$ cat config.mk
export PLATFORM = sky130hd
export DESIGN_NAME = lfsr_encrypt_pad
export DESIGN_NICKNAME = d
export VERILOG_FILES = /design/src/rtl/lfsr_encrypt_pad.sv
export SDC_FILE = /design/constraint.sdc
export NUM_CORES = 1
export LEC_CHECK = 0
export BUFFER_PORTS_ARGS = -buffer_cell sky130_fd_sc_hd__buf_2
export CELL_PAD_IN_SITES_DETAIL_PLACEMENT = 2
export CELL_PAD_IN_SITES_GLOBAL_PLACEMENT = 2
export CORE_AREA = 8 8 102 81
export DETAILED_ROUTE_END_ITERATION = 8
export DIE_AREA = 0 0 110 89
export GPL_TIMING_DRIVEN = 0
export HOLD_SLACK_MARGIN = 0.03
export PLACE_DENSITY = 0.79
export SETUP_SLACK_MARGIN = 0.1
export SLEW_MARGIN = 20
export SYNTH_ARGS = -nofsm -noshare
export SYNTH_HDL_FRONTEND = slang
export SYNTH_SLANG_ARGS = --single-unit
$ cat constraint.sdc
create_clock -name clk -period 2.37 [get_ports clk]
set_input_delay 0.237 -clock clk [delete_from_list [all_inputs] [get_ports clk]]
set_output_delay 0.237 -clock clk [all_outputs]
set_load 0.005 [all_outputs]
$ cat src/rtl/lfsr_encrypt_pad.sv
// Memory-mastering encryptor: pads a message with leading spaces, whitens it with a
// 7-bit LFSR keystream and writes a 64-byte even-parity image to the upper memory half.
module lfsr_encrypt_pad #(
    parameter int unsigned PARAM_BASE = 61,
    parameter int unsigned OUT_BASE   = 64,
    parameter int unsigned NUM_BYTES  = 64
) (
    input  logic       clk,
    input  logic       init,
    input  logic       req,
    output logic       ack,
    output logic [7:0] mem_addr,
    output logic       mem_rd_en,
    input  logic [7:0] mem_rdata,
    output logic       mem_wr_en,
    output logic [7:0] mem_wdata
);

    localparam logic [7:0] PRE_ADDR  = 8'(PARAM_BASE);
    localparam logic [7:0] TAPS_ADDR = 8'(PARAM_BASE + 1);
    localparam logic [7:0] SEED_ADDR = 8'(PARAM_BASE + 2);
    localparam logic [7:0] OUT_ADDR  = 8'(OUT_BASE);
    localparam logic [7:0] LAST_IDX  = 8'(NUM_BYTES - 1);

    typedef enum logic [2:0] {
        ST_IDLE, ST_LD0, ST_LD1, ST_LD2, ST_LD3, ST_RD, ST_WR, ST_DONE
    } state_t;

    function automatic logic parity7(input logic [6:0] v);
        return ^v;
    endfunction

    state_t      state_r;
    state_t      state_nx_s;
    logic        req_q_r;
    logic        ack_r;
    logic [7:0]  idx_r;
    logic [3:0]  pre_r;
    logic [6:0]  taps_r;
    logic [6:0]  lfsr_r;

    logic        start_s;
    logic        pad_s;
    logic [7:0]  plain_s;
    logic [6:0]  offset_s;
    logic [6:0]  cipher_lo_s;
    logic [7:0]  cipher_s;
    logic        feedback_s;
    logic [3:0]  pre_clamp_s;
    logic [6:0]  seed_fix_s;

    assign start_s     = req_q_r & ~req;
    assign pad_s       = (idx_r < {4'd0, pre_r});
    assign plain_s     = pad_s ? 8'h20 : mem_rdata;
    // Modulo-128 offset: 0x20..0x9F folds onto 0x00..0x7F.
    assign offset_s    = 7'(plain_s - 8'h20);
    assign cipher_lo_s = offset_s ^ lfsr_r;
    assign cipher_s    = {parity7(cipher_lo_s), cipher_lo_s};
    assign feedback_s  = ^(lfsr_r & taps_r);
    assign pre_clamp_s = (mem_rdata[3:0] < 4'd10) ? 4'd10 : mem_rdata[3:0];
    assign seed_fix_s  = (mem_rdata[6:0] == 7'd0) ? 7'd1 : mem_rdata[6:0];
    assign ack         = ack_r;

    // Next-state decode.
    always_comb begin
        state_nx_s = state_r;
        case (state_r)
            ST_IDLE: begin
                if (start_s) state_nx_s = ST_LD0;
                else         state_nx_s = ST_IDLE;
            end
            ST_LD0:  state_nx_s = ST_LD1;
            ST_LD1:  state_nx_s = ST_LD2;
            ST_LD2:  state_nx_s = ST_LD3;
            ST_LD3:  state_nx_s = ST_RD;
            ST_RD:   state_nx_s = ST_WR;
            ST_WR: begin
                if (idx_r == LAST_IDX) state_nx_s = ST_DONE;
                else                   state_nx_s = ST_RD;
            end
            ST_DONE: begin
                if (start_s) state_nx_s = ST_LD0;
                else         state_nx_s = ST_DONE;
            end
            default: state_nx_s = ST_IDLE;
        endcase
    end

    // Memory strobes decoded from state; write data follows read data by one cycle.
    always_comb begin
        mem_addr  = 8'd0;
        mem_rd_en = 1'b0;
        mem_wr_en = 1'b0;
        mem_wdata = 8'd0;
        case (state_r)
            ST_LD0: begin
                mem_addr  = PRE_ADDR;
                mem_rd_en = 1'b1;
            end
            ST_LD1: begin
                mem_addr  = TAPS_ADDR;
                mem_rd_en = 1'b1;
            end
            ST_LD2: begin
                mem_addr  = SEED_ADDR;
                mem_rd_en = 1'b1;
            end
            ST_RD: begin
                if (!pad_s) begin
                    mem_addr  = idx_r - {4'd0, pre_r};
                    mem_rd_en = 1'b1;
                end else begin
                    mem_addr  = 8'd0;
                    mem_rd_en = 1'b0;
                end
            end
            ST_WR: begin
                mem_addr  = OUT_ADDR + idx_r;
                mem_wr_en = 1'b1;
                mem_wdata = cipher_s;
            end
            default: begin
                mem_addr  = 8'd0;
                mem_rd_en = 1'b0;
            end
        endcase
    end

    // State, parameter capture, keystream and index registers.
    always_ff @(posedge clk) begin
        if (!init) begin
            state_r <= ST_IDLE;
            req_q_r <= 1'b0;
            ack_r   <= 1'b0;
            idx_r   <= 8'd0;
            pre_r   <= 4'd0;
            taps_r  <= 7'd0;
            lfsr_r  <= 7'd0;
        end else begin
            state_r <= state_nx_s;
            req_q_r <= req;
            // ack trails DONE by one edge and drops on the restart edge.
            ack_r   <= (state_r == ST_DONE) && !start_s;
            case (state_r)
                ST_LD1: pre_r  <= pre_clamp_s;
                ST_LD2: taps_r <= mem_rdata[6:0];
                ST_LD3: begin
                    lfsr_r <= seed_fix_s;
                    idx_r  <= 8'd0;
                end
                ST_WR: begin
                    lfsr_r <= {lfsr_r[5:0], feedback_s};
                    idx_r  <= idx_r + 8'd1;
                end
                default: begin
                    lfsr_r <= lfsr_r;
                    idx_r  <= idx_r;
                end
            endcase
        end
    end

endmodule
## Word level (Yosys, flattened, before mapping)

Cells that the tools add are included.

| operators by class | value |
|---|---|
| $add $sub $neg | 4 |
| $mul | 0 |
| divide/modulo/power cells | 0 |
| magnitude comparators | 2 |
| eq/ne operators | 8 |
| shifts and indexed selects | 0 |
| multiplexer cells | 15 |
| bitwise logic cells | 4 |
| reduce and logical (&&, ||, !) cells | 8 |

Operators with widths:

| cell | count |
|---|---|
| 8-bit case mux with 5 select lines | 1 |
| 3-bit case mux with 8 select lines | 1 |
| 8-bit 2-to-1 mux | 2 |
| 8-bit case mux with 2 select lines | 1 |
| 7-bit 2-to-1 mux | 2 |
| 7-bit case mux with 2 select lines | 1 |
| 7-bit XOR reduction | 2 |
| 3-bit == test, second input constant | 4 |
| 7-bit by 8-bit adder with 8-bit output, first input constant | 1 |
| 8-bit by 1-bit adder with 8-bit output, second input constant | 1 |
| 8-bit by 6-bit == test with 1-bit output, second input constant | 1 |
| 8-bit by 4-bit less-than comparator with 1-bit output | 1 |
| 8-bit by 4-bit subtractor with 8-bit output | 1 |
| 7-bit bitwise AND | 1 |
| 7-bit zero test | 1 |
| 7-bit by 6-bit subtractor with 7-bit output, second input constant | 1 |
| 7-bit XOR | 1 |
| 3-bit by 2-bit == test with 1-bit output, second input constant | 2 |
| 4-bit less-than comparator, second input constant | 1 |
| 4-bit 2-to-1 mux | 1 |
| 3-bit by 1-bit == test with 1-bit output, second input constant | 1 |
| 3-bit zero test | 1 |
| 1-bit 2-to-1 mux | 3 |
| 3-bit 2-to-1 mux | 1 |
| 8 further kinds | 8 |

| word-level totals | value |
|---|---|
| flip-flop bits (word level) | 31 |
| latch bits | 0 |
| bits in writable memories | 0 |
| ROM bits | 0 |
| output and inout bits | 19 |
| memories | 0 |

## Depth between registers and ports, before layout

| depth | value |
|---|---|
| word-level depth | 6 |
| depth in mapped cells | 8 |
| mapped depth without buffers | 8 |

## Worst setup path after synthesis

No wires, ideal clock.

| timing | value |
|---|---|
| path type | register to output |
| start point | reg idx_r[0] |
| end point | out mem_addr[0] |
| data arrival time | 1.959 ns |
| setup slack | 0.174 ns |
| cell stages (with the launch flop) | 9 |
| buffers on the path | 0 |
| path through | dfxtp_1 > inv_1 > ha_1 > fa_1 > nor2b_1 > o21ai_1 > a21boi_1 > o21ai_0 > o21ai_0 |

| between the ends | value |
|---|---|
| longest elaborated chain between the ends | 3 |

Ends and longest elaborated chain:

| what | RTL line | text |
|---|---|---|
| start, declared | 37 | `logic [7:0] idx_r;` |
| start signal, assigned | 153 | `idx_r <= idx_r + 8'd1;` |
| start signal, assigned | 157 | `idx_r <= idx_r;` |
| 8-bit by 4-bit subtractor with 8-bit output or 8-bit by 4-bit less-than comparator with 1-bit output (tied branches) | 110, 53 |  |
| 8-bit 2-to-1 mux | 109 | `if (!pad_s) begin` |
| 8-bit case mux with 5 select lines * | 95 | `case (state_r)` |
| end, declared | 12 | `output logic [7:0] mem_addr,` |

Mark *: on every way between the ends. The rest lies on a longest branch, timed or not.

## Final worst setup path

| timing | value |
|---|---|
| start point | reg idx_r[0] |
| end point | out mem_wdata[5] |

| between the ends | value |
|---|---|
| longest elaborated chain between the ends | 5 |

Ends and longest elaborated chain:

| what | RTL line | text |
|---|---|---|
| 8-bit by 4-bit less-than comparator with 1-bit output | 53 | `assign pad_s = (idx_r < {4'd0, pre_r});` |
| 7-bit 2-to-1 mux | 54 | `assign plain_s = pad_s ? 8'h20 : mem_rdata;` |
| 7-bit by 6-bit subtractor with 7-bit output | 56 | `assign offset_s = 7'(plain_s - 8'h20);` |
| 7-bit XOR | 57 | `assign cipher_lo_s = offset_s ^ lfsr_r;` |
| 8-bit 2-to-1 mux | 95 |  |
| end, declared | 16 | `output logic [7:0] mem_wdata` |

No other way between the ends.

==> summary.md <==
| Metric | Value |
|---|---|
| Die W | `110 um` |
| Longest Clk Path Bufs | `2` |
| Post-synthesis net count | `295` |
| Die area | `9790 sq um` |
| GPL Wtd Cong | `0.790` |
| Share of layout cells above drive strength 1 | `0.262` |
| GR Util met3 | `0.0403` |
| Final worst slack | `-0.138 ns` |
| Die H | `89 um` |
| Cts bufs inserted | `5` |
| TritonCTS sink count | `31` |
| Layout Utilization | `0.409` |
| Clock Latency Late Sink | `0.28 ns` |
| Antenna Nets Post-Route | `0` |
| Global route hottest layer | `met2` |
| Post-synth top area share | `0.290` |
| Number of synthesized flops with an enable pin | `0` |
| Final Hold Viols | `0` |
| Ys flop type | `dfxtp_1` |
| Pins Over Slew Limit | `0` |
| Reg clk slew, reported paths | `0.07 ns` |
| Via count | `2289` |
| Clk root buf | `clkbuf_8` |
| DR vias/cell | `5.65` |
| Worst setup EP type | `primary output` |
| Outcome | `finished with violations` |
| Register area share after synthesis | `0.290` |
| H-tree depth | `2` |
| Peak VDD IR | `283 uV` |
| Wirelength, routed | `8.44 mm` |
| Final #Nets | `341` |
| Cts hold-fix bufs | `0` |
| Netlist cell types | `49` |
| Fmax achieved | `0.399 GHz` |
| Residual DRC | `0` |
| Violated checks | `setup timing` |
| Pwr dens | `501 nW/um^2` |
| Hold Startpoint | `req` |
| Mapped Area | `2140 sq um` |
| Initial Util | `0.324` |
| Met1 Use GR | `0.238` |
| Final min period | `2.51 ns` |
| CP arrival | `2.27 ns` |
| Synth warnings | `0` |
| Mapped Cells | `276` |
| Tot GR Track Use | `0.174` |
| RSZ-0062 raised after global routing | `yes` |
| Top post-synthesis cells by area | `dfxtp_1 (29%), mux2i_1 (8.4%), xnor2_1 (6.1%)` |
| Initial antenna violation count | `0` |
| Number of DRC markers in iteration 0 | `98` |
| Slew @ Worst Pin | `0.726 ns` |
| Seq cells post-synth | `31` |
| Leakage | `1.04 nW` |
| Critical Path Start | `idx_r[0]$_SDFFE_PN0P_` |
| Vias in the first global route | `2368` |
| HP Class | `in -> reg` |
| Synth Area per Inst | `7.75 sq um` |
| Core Region | `6600 sq um` |
| Ys async rst share | `0` |
| Routed len/inst | `20.8 um` |
| CP max FO | `4` |
| Worst R2R Start | `state_r[0]$_SDFF_PN0_` |
| Relative slew margins | `0.516` |
| Startpoint Class | `register` |
| Row count | `26` |
| Clock skew | `0.00880 ns` |
| Finished Layout Cells | `405` |
| Final period utilization | `1.06` |
| Placed Cells incl. Taps | `387` |
| Largest net degree at the start of global routing | `11` |
| Crit path kind | `reg -> out` |
| Layout Area Growth over Synthesis | `26.3%` |
| Grt ovf | `0` |
| Diodes inserted | `0` |
| Synth area leader | `dfxtp_1` |
| Port-buffer cells | `27` |
| MaxCap Viol Count | `0` |
| Endpoints failing setup | `17` |
| TritonRoute pass-1 iters | `4` |
| Met2 Use GR | `0.269` |
| First-pass GRT wire length | `13.2 mm` |
| CP required | `2.13 ns` |
| Dpl hpwl | `5.92 mm` |
| IO Pins | `30` |
| CTS tree | `yes` |
-- cell type report --
class	count	area [sq um]
Clock buffer	6	72.6
Tap cell	84	105
Buffer	12	48.8
Multi-Input combinational cell	218	1550
Inverter	15	61.3
Sequential cell	31	628
Fill cell	769	3900
Timing Repair Buffer	39	233
-- cells in the mapped netlist (2+ instances only) --
cell,count
xnor2_1,15
nand3_1,4
a221oi_1,2
ha_1,7
a31oi_1,5
inv_1,11
nand2_1,31
a21oi_1,18
o21ai_1,5
clkbuf_1,8
nor4_1,2
o22ai_1,2
buf_2,3
mux2i_1,18
dfxtp_1,31
o21a_1,4
a2111o_1,2
nor2b_1,5
a211oi_1,9
a22o_1,2
nor2_1,25
xor2_1,5
o21ai_0,18
nand2b_1,5
or3_1,8
nor3_1,5
inv_2,3
a21boi_1,2
-- flip-flops by register name (all words and copies together), names as in the netlist --
name,count
ack,1
idx_r,8
lfsr_r,7
pre_r,4
req_q_r,1
state_r,3
taps_r,7
-- critical path, cell delays in order, from the launching register on --
cell	delay [ns]
dfxtp_4	0.36
inv_4	0.04
ha_4	0.16
fa_2	0.37
nor2b_4	0.16
o21a_1	0.21
o21ai_4	0.10
a2111o_1	0.38
o21ai_1	0.09
buf_2	0.13
-- metrics by stage --
stage / total power [mW] / setup TNS [ns] / hold slack, ns / instance area [sq um] / setup slack [ns]
floorplan: 0.760 / 0 / 0.351 / 2140 / 0.174
global placement: 0.860 / -5.53 / 0.447 / 2380 / -0.548
detailed placement: 0.870 / -4.99 / 0.465 / 2380 / -0.510
CTS: 1.33 / -0.978 / 0.172 / 2630 / -0.169
global route: 1.43 / -3.05 / 0.173 / 2700 / -0.255
finish: 1.35 / -1.17 / 0.168 / 2700 / -0.138
-- timing repair --
item	in CTS	in global routing
gates cloned	0	0
setup buffers	8	4
pin swaps	9	5
setup endpoints to repair	17	18
resized for setup	38	12
-- cells in the final DEF (no fill, tap or decap), drive strengths merged, types with 7 or more instances in the layout --
| cell | instances |
|---|---|
| inv | 14 |
| xnor2 | 15 |
| nand2 | 31 |
| a211oi | 9 |
| mux2i | 18 |
| nor2 | 26 |
| buf | 43 |
| dfxtp | 31 |
| o21ai | 23 |
| ha | 7 |
| or3 | 9 |
| clkbuf | 14 |
| a21oi | 18 |
-- metal layers --
metal	vias up	routed length (um)
li1	1074	-
met1	1150	3980
met2	50	3950
met3	15	396
met4	0	121
met5	-	0
-- final timing paths --
| check | end | slack (ns) | cells past startpoint |
|---|---|---|---|
| setup reg to reg | lfsr_r[0]$_SDFFE_PN0P_ | 0.55 | 5 |
| setup / recovery | mem_wdata[5] | -0.14 | 9 |
| hold reg to reg | pre_r[2]$_SDFFE_PN0P_ | 0.50 | 2 |
| hold / removal | req_q_r$_SDFF_PN0_ | 0.17 | 2 |
-- logic make-up after synthesis --
logic type               synth area share
buffers and inverters              0.0491
AO/OA/AOI/OAI                       0.239
adder cells (fa/ha/maj)            0.0503
XOR/XNOR                           0.0819
flip-flops                          0.290
multiplexers                       0.0842
AND/OR/NAND/NOR                     0.205
-- power breakdown --
group	leakage, nW	total, mW	switching, mW	internal, mW
Combinational	0.752	0.412	0.235	0.177
Clock	0.0371	0.392	0.196	0.196
Sequential	0.253	0.549	0.0149	0.534
Total	1.04	1.35	0.446	0.907
Note: power is estimated with default switching activity, not from simulation.
